**config.mk**
```make
export PLATFORM = sky130hd
export DESIGN_NAME = rtc_timekeeper
export DESIGN_NICKNAME = d
export VERILOG_FILES = /design/src/rtl/rtc_timekeeper.sv
export SDC_FILE = /design/constraint.sdc
export NUM_CORES = 1
export LEC_CHECK = 0
export CORE_UTILIZATION = 30
export CTS_CLUSTER_SIZE = 28
export DETAILED_ROUTE_END_ITERATION = 8
export HOLD_SLACK_MARGIN = 0.06
export PLACE_DENSITY = 0.55
export SYNTH_ARGS = -nofsm -noshare
export SYNTH_HDL_FRONTEND = slang
export SYNTH_SLANG_ARGS = --single-unit
```
**constraint.sdc**
```tcl
create_clock -name i_clk -period 3 [get_ports i_clk]
set_input_delay 0.3 -clock i_clk [delete_from_list [all_inputs] [get_ports i_clk]]
set_output_delay 0.3 -clock i_clk [all_outputs]
set_load 0.03 [all_outputs]
```
**src/rtl/rtc_timekeeper.sv**
```systemverilog
// Real-time clock: prescales i_clk to a 1 Hz tick and keeps secs/mins/hours with load, run gating and strobes.
// Optional alarm (inputs i_alarmSet/i_al*/i_alarmClr, outputs o_alarmHit/o_alarmPend) is enabled by defining RTC_ALARM_EN.
module rtc_timekeeper #(
  parameter int CLK_HZ    = 50_000_000,
  parameter int HOURS_W   = 16,
  parameter int HOURS_MAX = 0
) (
  input  logic               i_clk,
  input  logic               i_rst,
  input  logic               i_run,
  input  logic               i_load,
  input  logic [7:0]         i_ldSecs,
  input  logic [7:0]         i_ldMins,
  input  logic [HOURS_W-1:0] i_ldHours,
`ifdef RTC_ALARM_EN
  input  logic               i_alarmSet,
  input  logic [7:0]         i_alSecs,
  input  logic [7:0]         i_alMins,
  input  logic [HOURS_W-1:0] i_alHours,
  input  logic               i_alarmClr,
  output logic               o_alarmHit,
  output logic               o_alarmPend,
`endif
  output logic [7:0]         o_secs,
  output logic [7:0]         o_mins,
  output logic [HOURS_W-1:0] o_hours,
  output logic               o_tick,
  output logic               o_dayWrap,
  output logic               o_loadErr
);

  localparam int PW = $clog2(CLK_HZ);
  localparam logic [PW-1:0]      PRESC_LAST = PW'(CLK_HZ - 1);
  localparam logic [HOURS_W-1:0] HOUR_LAST  = (HOURS_MAX == 0) ? {HOURS_W{1'b1}} : HOURS_W'(HOURS_MAX - 1);
  localparam logic [HOURS_W:0]   HOUR_LIM   = (HOURS_W + 1)'(HOURS_MAX);

  logic [PW-1:0]      r_presc;
  logic [7:0]         r_secs;
  logic [7:0]         r_mins;
  logic [HOURS_W-1:0] r_hours;
  logic               r_tick;
  logic               r_dayWrap;
  logic               r_loadErr;

  logic [7:0]         w_nSecs;
  logic [7:0]         w_nMins;
  logic [HOURS_W-1:0] w_nHours;
  logic               w_dayWrapNow;
  logic               w_ldOk;
  logic               w_loadOk;
  logic               w_tickNow;
  logic               w_advance;
  logic               w_errNow;

  assign w_ldOk    = (i_ldSecs < 8'd60) && (i_ldMins < 8'd60) &&
                     ((HOURS_MAX == 0) || ({1'b0, i_ldHours} < HOUR_LIM));
  assign w_loadOk  = i_load && w_ldOk;
  assign w_tickNow = i_run && (r_presc == PRESC_LAST);
  assign w_advance = w_tickNow && !w_loadOk;

  // Full ripple of the carry chain in a single cycle; the hour limit is a constant compare.
  always_comb begin
    w_nSecs      = r_secs + 8'd1;
    w_nMins      = r_mins;
    w_nHours     = r_hours;
    w_dayWrapNow = 1'b0;
    if (r_secs == 8'd59) begin
      w_nSecs = 8'd0;
      w_nMins = r_mins + 8'd1;
      if (r_mins == 8'd59) begin
        w_nMins = 8'd0;
        if (r_hours == HOUR_LAST) begin
          w_nHours     = '0;
          w_dayWrapNow = 1'b1;
        end else begin
          w_nHours = r_hours + 1'b1;
        end
      end
    end
  end

  always_ff @(posedge i_clk) begin
    if (i_rst) begin
      r_presc   <= '0;
      r_secs    <= 8'd0;
      r_mins    <= 8'd0;
      r_hours   <= '0;
      r_tick    <= 1'b0;
      r_dayWrap <= 1'b0;
      r_loadErr <= 1'b0;
    end else begin
      r_tick    <= 1'b0;
      r_dayWrap <= 1'b0;
      r_loadErr <= w_errNow;
      if (w_loadOk) begin
        r_presc <= '0;
        r_secs  <= i_ldSecs;
        r_mins  <= i_ldMins;
        r_hours <= i_ldHours;
      end else if (i_run) begin
        r_presc <= w_tickNow ? '0 : r_presc + 1'b1;
        if (w_tickNow) begin
          r_secs    <= w_nSecs;
          r_mins    <= w_nMins;
          r_hours   <= w_nHours;
          r_tick    <= 1'b1;
          r_dayWrap <= w_dayWrapNow;
        end
      end
    end
  end

`ifdef RTC_ALARM_EN
  logic [7:0]         r_alSecs;
  logic [7:0]         r_alMins;
  logic [HOURS_W-1:0] r_alHours;
  logic               r_armed;
  logic               r_alarmHit;
  logic               r_alarmPend;
  logic               w_alOk;
  logic               w_fire;

  assign w_alOk   = (i_alSecs < 8'd60) && (i_alMins < 8'd60) &&
                    ((HOURS_MAX == 0) || ({1'b0, i_alHours} < HOUR_LIM));
  assign w_errNow = (i_load && !w_ldOk) || (i_alarmSet && !w_alOk);
  // Only a real tick advance can fire; loading onto the alarm time does not.
  assign w_fire   = w_advance && r_armed && (w_nSecs == r_alSecs) &&
                    (w_nMins == r_alMins) && (w_nHours == r_alHours);

  always_ff @(posedge i_clk) begin
    if (i_rst) begin
      r_alSecs    <= 8'd0;
      r_alMins    <= 8'd0;
      r_alHours   <= '0;
      r_armed     <= 1'b0;
      r_alarmHit  <= 1'b0;
      r_alarmPend <= 1'b0;
    end else begin
      r_alarmHit <= w_fire;
      if (w_fire) begin
        r_armed     <= 1'b0;
        r_alarmPend <= 1'b1;
      end else if (i_alarmClr) begin
        r_alarmPend <= 1'b0;
      end
      if (i_alarmSet && w_alOk) begin
        r_alSecs  <= i_alSecs;
        r_alMins  <= i_alMins;
        r_alHours <= i_alHours;
        r_armed   <= 1'b1;
      end
    end
  end

  assign o_alarmHit  = r_alarmHit;
  assign o_alarmPend = r_alarmPend;
`else
  assign w_errNow = i_load && !w_ldOk;
`endif

  assign o_secs    = r_secs;
  assign o_mins    = r_mins;
  assign o_hours   = r_hours;
  assign o_tick    = r_tick;
  assign o_dayWrap = r_dayWrap;
  assign o_loadErr = r_loadErr;

endmodule

```
==> results of run 1 <==
==> per-stage QoR <==
stage          hold WS, ns  util, %  worst slack [ns]  std cells  total power [uW]
2_1_floorplan        0.409        -             0.806        404               892
3_3_place_gp         0.482     38.9             0.410        608               972
3_5_place_dp         0.499     38.9             0.367        608               973
4_1_cts              0.507     41.1             0.342        624              1880
5_1_grt              0.528     41.1             0.131        624              1920
6_report             0.505     41.1             0.329        624              1850
==> report_power, final <==
part / switching [uW] / leakage, uW / internal (uW)
Clock: 323 / 0.000121 / 574
Sequential: 11.7 / 0.000492 / 818
Combinational: 57.7 / 0.000870 / 66.6
==> flip-flops by register name, indices dropped and copies added (netlist names) <==
name       flops
o_hours       16
o_secs         8
o_dayWrap      1
r_presc       26
o_mins         8
o_loadErr      1
o_tick         1
==> routing by layer <==
metal | routed length (um) | share of wire [%]
met1 | 4600 | 47
met2 | 4440 | 45
met3 | 648 | 6.6
met4 | 184 | 1.9
met5 | 0 | 0
==> Yosys cell counts, drive strengths merged, types with 7 or more instances <==
library cell / count / area (um^2)
nand4: 25 / 163
and2: 8 / 50.1
nor3: 11 / 55.1
clkbuf: 11 / 41.3
a311oi: 11 / 96.3
nor4: 7 / 43.8
nand3: 30 / 150
a21oi: 8 / 40.0
xor2: 20 / 175
or3: 8 / 50.1
o21ai: 17 / 85.1
and3: 11 / 68.8
and4: 9 / 78.8
nand2: 39 / 154
nor2: 53 / 199
dfxtp: 61 / 1220
==> kinds of logic after synthesis <==
kind of cell	after synthesis
compound gates	64
xor+xnor	25
fa+ha+maj	4
buf+inv	18
flops	61
mux	3
simple gates	229
==> final cells by class <==
type	count	share of cell area, %
inverter	3	0.254
clock buffer	12	3.27
sequential	61	27.5
tap	140	3.95
multi-input combinational	325	45.5
timing repair buffer	79	17.3
clock inverter	4	2.14
==> worst max path at each step <==
stage                                       from                       to  cells after the start  slack, ns
after global placement    o_secs[0]$_SDFFE_PP0P_   o_mins[3]$_SDFFE_PP0P_                      6       0.41
after detailed placement                   i_run   o_mins[3]$_SDFFE_PP0P_                      6       0.37
after global routing      o_secs[0]$_SDFFE_PP0P_   o_mins[3]$_SDFFE_PP0P_                      6       0.13
after CTS                 o_secs[0]$_SDFFE_PP0P_   o_mins[3]$_SDFFE_PP0P_                      6       0.34
final                     o_secs[0]$_SDFFE_PP0P_   o_mins[3]$_SDFFE_PP0P_                      6       0.33
after floorplan           o_secs[0]$_SDFFE_PP0P_  o_hours[6]$_SDFFE_PP0P_                      7       0.81
==> critical path, cell delays in order, from the launching register on <==
cell,delay (ns)
dfxtp_1,0.46
ha_1,0.24
nor4b_4,0.29
and2_0,0.39
nand4_1,0.44
or3_1,0.48
a311oi_1,0.26
==> flow_summary_export.csv, run 1 <==
group,metric,value,unit
status,outcome,"finished, final reports clean",
worst_hold_path,hold_path_class,"flop to flop",
worst_setup_path,rr_worst_depth,6,
yosys,synth_area_per_cell,8.21,um^2
clocking,cts_tree,"built",
sta,final-max-slew-violation-count,0,
sta,fin_crit_sh,89.0,%
clocking,clkSinkCount,61,
global_route,grt_overflow,0,
sta,min_period,2.67,ns
global_route,gr-usage-all-layers,17.8,%
worst_setup_path,r2r-end,"o_mins[3]$_SDFFE_PP0P_",
detailed_routing,wl_per_cell,15.8,um
floorplan,ios,71,
floorplan,core,10800,um^2
sta,setup_viol,0,
yosys,synth_xor_area_share,6.60,%
detailed_routing,drc_errors,0,
worst_setup_path,required,3.24,ns
floorplan,die_w,107,um
layout,seqCellArea,1220,um^2
yosys,synth_fa_ha_area_share,1.51,%
yosys,yosys_warnings,0,
detailed_routing,ant_nets,0,
yosys,synth_top_family_by_area,"simple AND/OR/NAND/NOR gates",
placement,hpwl,7240,um
power_and_ir_drop,vdd_ir_drop_max,0.000176,V
yosys,synth_nets,444,
clocking,clockRootBuffer,"clkbuf_8",
sta,final.setup.tns,0,ns
sta,max_slew_margin,49.3,%
clocking,clockBufferDepth,2,
global_route,use_met3,4.38,%
yosys,yosys.area_share.simple,38.3,%
worst_setup_path,start_kind,"flop",
worst_setup_path,reg2reg_from,"o_secs[0]$_SDFFE_PP0P_",
worst_hold_path,hold_depth,2,
clocking,cts_resized,0,
power_and_ir_drop,powerDensity,417,nW/um^2
detailed_routing,first_pass_iters,5,
worst_setup_path,crit_fanout,12,
run,cap_viol_max_count,0,
worst_setup_path,end_kind,"flop",
power_and_ir_drop,leakage,0.00148,uW
placement,gp_congestion,0.860,
detailed_routing,viasPerCell,5.49,
global_route,top_usage_layer,"met2",
layout,layout_commonest_cell,"clkdlybuf4s50_1",
clocking,cts_max_level,3,
detailed_routing,wl,9880,um
global_route,grt_use_met2,28.1,%
yosys,synthFlopType,"dfxtp_1",
yosys,synth_compound_area_share,13.6,%
clocking,post_cts_buffers,0,
layout,antenna_cells,0,
worst_setup_path,cp.arrival,2.91,ns
clocking,cts_hold_repair.buffers,0,
global_route,grtUsageMet1,23.6,%
global_route,grt_max_degree,26,
layout,nets,519,
global_route,grt_pass1_vias,3148,
layout,fill_cells,1095,
worst_setup_path,rrSetupSlack,0.33,ns
sta,finalHoldViolations,0,
clocking,clk_pin_slew,0.07,ns
yosys,ys_ff_latch,61,
global_route,antenna_found_initial,0,
layout,final_cell_mix,"clkdlybuf4s50_1 (70), dfxtp_1 (61), nor2_1 (53)",
yosys,syn-cell-area,3320,um^2
yosys,yosys-mux-area-fraction,0.905,%
layout,multi_input_area,2020,um^2
worst_setup_path,worst-setup-path-type,"flop to flop",
yosys,synth_cells,404,
layout,syn2layout_area_growth,33.8,%
sta,skew,0.0135,ns
floorplan,die-height,107,um
floorplan,start_util,30.7,%
placement,place_area,4200,um^2
floorplan,die_area,11500,um^2
clocking,cts_made_buffers,9,
clocking,clock_latency,0.34,ns
yosys,yosysSeqAreaShare,36.8,%
detailed_routing,drt_first_iter_violations,174,
layout,fin_area,4440,um^2
worst_hold_path,min_from,"r_presc[1]$_SDFFE_PP0P_",
yosys,ys_types,50,
sta,tightest_slew,0.754,ns
sta,rsz0062_at_grt,"no",
floorplan,fp-row-count,38,
placement,portBuffers,70,
global_route,grt_pass1_wl,16000,um
worst_hold_path,holdPathEnd,"r_presc[1]$_SDFFE_PP0P_",
yosys,synthArstFlopShare,0,%
sta,max_freq,374,MHz
yosys,synth_edf_count,0,
detailed_routing,num_vias,3425,
layout,drive_gt1_share,6.61,%
Note: power is estimated with default switching activity, not from simulation.
==> run 2: changes to the inputs <==
MAX_ROUTING_LAYER = met4   (was not set)
==> flow_summary_export.csv, run 2 (same netlist as run 1, synthesis figures left out) <==
group,metric,value,unit
layout,nets,519,
detailed_routing,ant_nets,0,
layout,antenna_cells,0,
detailed_routing,wl_per_cell,15.8,um
clocking,cts_max_level,3,
run,cap_viol_max_count,0,
clocking,clockRootBuffer,"clkbuf_8",
global_route,gr-usage-all-layers,18.3,%
worst_setup_path,crit_buf_inv,0,
clocking,cts_hold_repair.buffers,0,
clocking,clkSinkCount,61,
layout,syn2layout_area_growth,33.8,%
worst_setup_path,path_delay_family,"simple AND/OR/NAND/NOR gates",
clocking,clock_latency,0.34,ns
clocking,clockBufferDepth,2,
sta,setup_viol,0,
detailed_routing,viasPerCell,5.43,
floorplan,die_w,107,um
floorplan,die-height,107,um
sta,final.setup.tns,0,ns
power_and_ir_drop,internal_power,1460,uW
sta,fin_crit_sh,89.3,%
clocking,post_cts_buffers,0,
sta,max_slew_margin,45.5,%
worst_hold_path,hold_path_class,"flop to flop",
placement,place_area,4200,um^2
worst_setup_path,cp.arrival,2.92,ns
floorplan,die_area,11500,um^2
worst_setup_path,start_kind,"flop",
sta,tightest_slew,0.810,ns
power_and_ir_drop,combinationalPowerShare,6.7,%
worst_setup_path,crit_fanout,12,
power_and_ir_drop,power.share.sequential,44.8,%
worst_setup_path,crit_start,"o_secs[0]$_SDFFE_PP0P_",
sta,min_period,2.68,ns
worst_setup_path,end_kind,"flop",
detailed_routing,num_vias,3388,
global_route,grt_max_degree,26,
layout,final_cell_mix,"clkdlybuf4s50_1 (70), dfxtp_1 (61), nor2_1 (53)",
clocking,cts_resized,0,
worst_setup_path,cp_slowest_stage_delay,0.49,ns
layout,largest_reg_flops,26,
floorplan,core,10800,um^2
detailed_routing,wl,9840,um
placement,portBuffers,70,
power_and_ir_drop,leakage,0.00148,uW
placement,gp_congestion,0.874,
clocking,cts_made_buffers,9,
sta,max_freq,373,MHz
worst_setup_path,worst_path_max_delay_cell,"or3_1",
clocking,clk_pin_slew,0.07,ns
global_route,antenna_found_initial,0,
detailed_routing,drc_errors,0,
layout,drive_gt1_share,6.61,%
floorplan,fp-row-count,38,
global_route,grt_pass1_wl,16000,um
floorplan,ios,71,
detailed_routing,drt_first_iter_violations,191,
power_and_ir_drop,powerDensity,418,nW/um^2
worst_hold_path,min_from,"r_presc[1]$_SDFFE_PP0P_",
layout,multi_input_area,2020,um^2
sta,finalHoldViolations,0,
status,outcome,"finished, final reports clean",
detailed_routing,first_pass_iters,5,
layout,regMostFlops,"r_presc",
layout,fin_area,4440,um^2
power_and_ir_drop,swShare,21.3,%
power_and_ir_drop,power_frac_clock,48.5,%
sta,skew,0.0149,ns
worst_setup_path,worst-setup-path-type,"flop to flop",
floorplan,start_util,30.7,%
layout,fill_cells,1095,
sta,rsz0062_at_grt,"no",
sta,final-max-slew-violation-count,0,
clocking,cts_tree,"built",
layout,seqCellArea,1220,um^2
worst_setup_path,required,3.24,ns
worst_setup_path,crit_chain,"ha_1 -> nor4b_4 -> and2_0 -> nand4_1 -> or3_1 -> a311oi_1",
placement,hpwl,7240,um
worst_setup_path,reg2reg_from,"o_secs[0]$_SDFFE_PP0P_",
power_and_ir_drop,power_switching,395,uW
global_route,grt_overflow,0,
layout,layout_commonest_cell,"clkdlybuf4s50_1",
global_route,grt_pass1_vias,3149,
power_and_ir_drop,vdd_ir_drop_max,0.000176,V
## run 2: stage by stage
| step | utilization (%) | instances | setup WS [ns] | power [uW] | hold slack [ns] |
|---|---|---|---|---|---|
| final | 41.1 | 624 | 0.321 | 1850 | 0.506 |
| after global routing | 41.1 | 624 | 0.131 | 1920 | 0.528 |
| after CTS | 41.1 | 624 | 0.342 | 1880 | 0.507 |
| after detailed placement | 38.9 | 608 | 0.367 | 973 | 0.499 |
| after global placement | 38.9 | 608 | 0.410 | 972 | 0.482 |
| after floorplan | - | 404 | 0.806 | 892 | 0.409 |
## run 2: layout make-up
type	count	share of cell area (%)
multi-input combinational	325	45.5
sequential	61	27.5
timing repair buffer	79	17.3
tap	140	3.95
clock buffer	12	3.27
clock inverter	4	2.14
inverter	3	0.254
## run 2: power by group through the flow
stage                     Clock [uW]  Combinational [uW]  Sequential, uW
after detailed placement           0                 125             848
after global placement             0                 124             848
after CTS                        923                 125             830
after global routing             957                 133             831
final                            900                 124             830
after floorplan                    0                33.3             858
## run 2: tightest hold or removal path, cell delays in order (launching register included)
cell	delay, ns
dfxtp_1	0.33
nand2b_1	0.07
a21oi_1	0.06
## run 2: path summary, 6_finish.rpt
| kind | endpoint | slack [ns] | cells past startpoint |
|---|---|---|---|
| hold reg to reg | r_presc[1]$_SDFFE_PP0P_ | 0.51 | 2 |
| hold / removal | r_presc[1]$_SDFFE_PP0P_ | 0.51 | 2 |
| setup reg to reg | o_mins[3]$_SDFFE_PP0P_ | 0.32 | 6 |
| setup / recovery | o_mins[3]$_SDFFE_PP0P_ | 0.32 | 6 |
## run 2: routing by layer
layer  GRT usage [%]  wire length (um)  vias to the layer above
li1                -                 -                     1673
met1            23.6              4690                     1612
met2            28.2              4490                       87
met5               -                 0                        -
met3            4.13               525                       16
met4            5.68               144                        0
==> run 3: changes to the inputs <==
SKIP_LAST_GASP = 1   (was not set)
clock period = 3.5 ns   (was 3 ns; I/O delays follow)
==> flow_summary_export.csv, run 3 (same netlist as run 1, synthesis figures left out) <==
group,metric,value,unit
sta,final.setup.tns,0,ns
global_route,grt_pass1_vias,3082,
global_route,antenna_found_initial,0,
worst_setup_path,crit_fanout,12,
clocking,post_cts_buffers,0,
worst_setup_path,worst-setup-path-type,"flop to flop",
layout,drive_gt1_share,6.43,%
clocking,cts_tree,"built",
power_and_ir_drop,combinationalPowerShare,6.8,%
floorplan,die-height,107,um
power_and_ir_drop,leakage,0.00147,uW
detailed_routing,drt_first_iter_violations,191,
layout,largest_reg_flops,26,
layout,nets,517,
worst_hold_path,hold_depth,2,
clocking,clockBufferDepth,2,
sta,max_slew_margin,49.5,%
sta,setup_slack,0.893,ns
sta,rsz0062_at_grt,"no",
clocking,cts_hold_repair.buffers,0,
clocking,clock_latency,0.34,ns
sta,finalHoldViolations,0,
clocking,cts_made_buffers,9,
floorplan,start_util,30.7,%
sta,tightest_slew,0.750,ns
sta,min_period,2.61,ns
floorplan,die_w,107,um
detailed_routing,first_pass_iters,4,
power_and_ir_drop,powerDensity,349,nW/um^2
run,cap_viol_max_count,0,
global_route,grt_overflow,0,
worst_hold_path,min_from,"r_presc[1]$_SDFFE_PP0P_",
clocking,cts_resized,0,
power_and_ir_drop,internal_power,1190,uW
detailed_routing,wl,9810,um
layout,layout_commonest_cell,"clkdlybuf4s50_1",
global_route,grt_pass1_wl,15800,um
clocking,clk_pin_slew,0.07,ns
layout,syn2layout_area_growth,32.9,%
worst_setup_path,r2r-end,"o_mins[3]$_SDFFE_PP0P_",
detailed_routing,viasPerCell,5.37,
detailed_routing,num_vias,3342,
sta,setup_viol,0,
clocking,clockRootBuffer,"clkbuf_8",
detailed_routing,drc_errors,0,
placement,gp_congestion,0.861,
floorplan,fp-row-count,38,
worst_hold_path,hold_path_class,"flop to flop",
power_and_ir_drop,vdd_ir_drop_max,0.000128,V
sta,skew,0.00855,ns
layout,final_cell_mix,"clkdlybuf4s50_1 (70), dfxtp_1 (61), nor2_1 (53)",
power_and_ir_drop,swShare,22.3,%
placement,pre_cts_ws,0.808,ns
global_route,gr-usage-all-layers,18.1,%
sta,final-max-slew-violation-count,0,
layout,post-route-util,40.8,%
power_and_ir_drop,power.share.sequential,46.2,%
worst_setup_path,reg2reg_from,"o_secs[0]$_SDFFE_PP0P_",
worst_setup_path,end_kind,"flop",
floorplan,die_area,11500,um^2
placement,hpwl,7120,um
worst_setup_path,rrSetupSlack,0.89,ns
worst_hold_path,holdPathEnd,"r_presc[1]$_SDFFE_PP0P_",
sta,fin_crit_sh,74.5,%
placement,portBuffers,70,
power_and_ir_drop,power_frac_clock,47.0,%
worst_setup_path,start_kind,"flop",
worst_setup_path,cp.arrival,2.86,ns
power_and_ir_drop,power_switching,344,uW
floorplan,ios,71,
worst_setup_path,rr_worst_depth,6,
status,outcome,"finished, final reports clean",
floorplan,core,10800,um^2
worst_setup_path,required,3.75,ns
clocking,clkSinkCount,61,
layout,regMostFlops,"r_presc",
clocking,cts_max_level,3,
layout,antenna_cells,0,
detailed_routing,wl_per_cell,15.8,um
global_route,grt_max_degree,28,
sta,max_freq,384,MHz
detailed_routing,ant_nets,0,
[run 3: changes by cell type in the layout (fill, tap and decap cells not counted), sizes merged]
cell,delta
buf,-2
clkinv,+1
bufinv,-1
[run 3: layout make-up]
class	count	area, um^2
fillers	1095	6390
multi-input cells	325	2020
inverters	3	11.3
well taps	140	175
clock buffers	12	155
clock inverters	4	70.1
flip-flops and latches	61	1220
repair buffers	77	753
[run 3: how the worst max path moves through the flow]
| stage | start | end | slack, ns | cells past startpoint |
|---|---|---|---|---|
| after floorplan | o_secs[0]$_SDFFE_PP0P_ | o_hours[6]$_SDFFE_PP0P_ | 1.31 | 7 |
| after global placement | i_run | o_mins[3]$_SDFFE_PP0P_ | 0.88 | 6 |
| after detailed placement | i_run | r_presc[22]$_SDFFE_PP0P_ | 0.81 | 6 |
| after CTS | o_secs[0]$_SDFFE_PP0P_ | o_mins[3]$_SDFFE_PP0P_ | 0.87 | 6 |
| after global routing | o_secs[0]$_SDFFE_PP0P_ | o_mins[3]$_SDFFE_PP0P_ | 0.63 | 6 |
| final | o_secs[0]$_SDFFE_PP0P_ | o_mins[3]$_SDFFE_PP0P_ | 0.89 | 6 |
[run 3: routing by layer]
layer  track usage (%)  vias up  wire [um]
met5                 -        -          0
met4              6.95        0         82
met3              4.44       10        518
met2              26.8       93       4450
met1              23.8     1575       4760
li1                  -     1664          -
[run 3: critical path, cell delays in order (launching register included)]
cell and delay [ns]:
dfxtp_1 0.44, ha_1 0.24, nor4b_4 0.29, and2_0 0.36
nand4_1 0.43, or3_1 0.48, a311oi_1 0.28
[run 3: power by group through the flow]
stage	combinational (uW)	clock, uW	sequential (uW)
after CTS	105	745	711
after detailed placement	105	0	727
after global placement	104	0	727
after global routing	112	786	712
final	104	723	711
after floorplan	28.6	0	736
[run 3: per-stage QoR]
stage | total power, uW | cell area (um^2) | instances | hold WS, ns
global placement | 831 | 4180 | 606 | 0.488
finish | 1540 | 4410 | 622 | 0.496
floorplan | 764 | 3320 | 404 | 0.459
global route | 1610 | 4410 | 622 | 0.527
detailed placement | 832 | 4180 | 606 | 0.490
CTS | 1560 | 4410 | 622 | 0.500
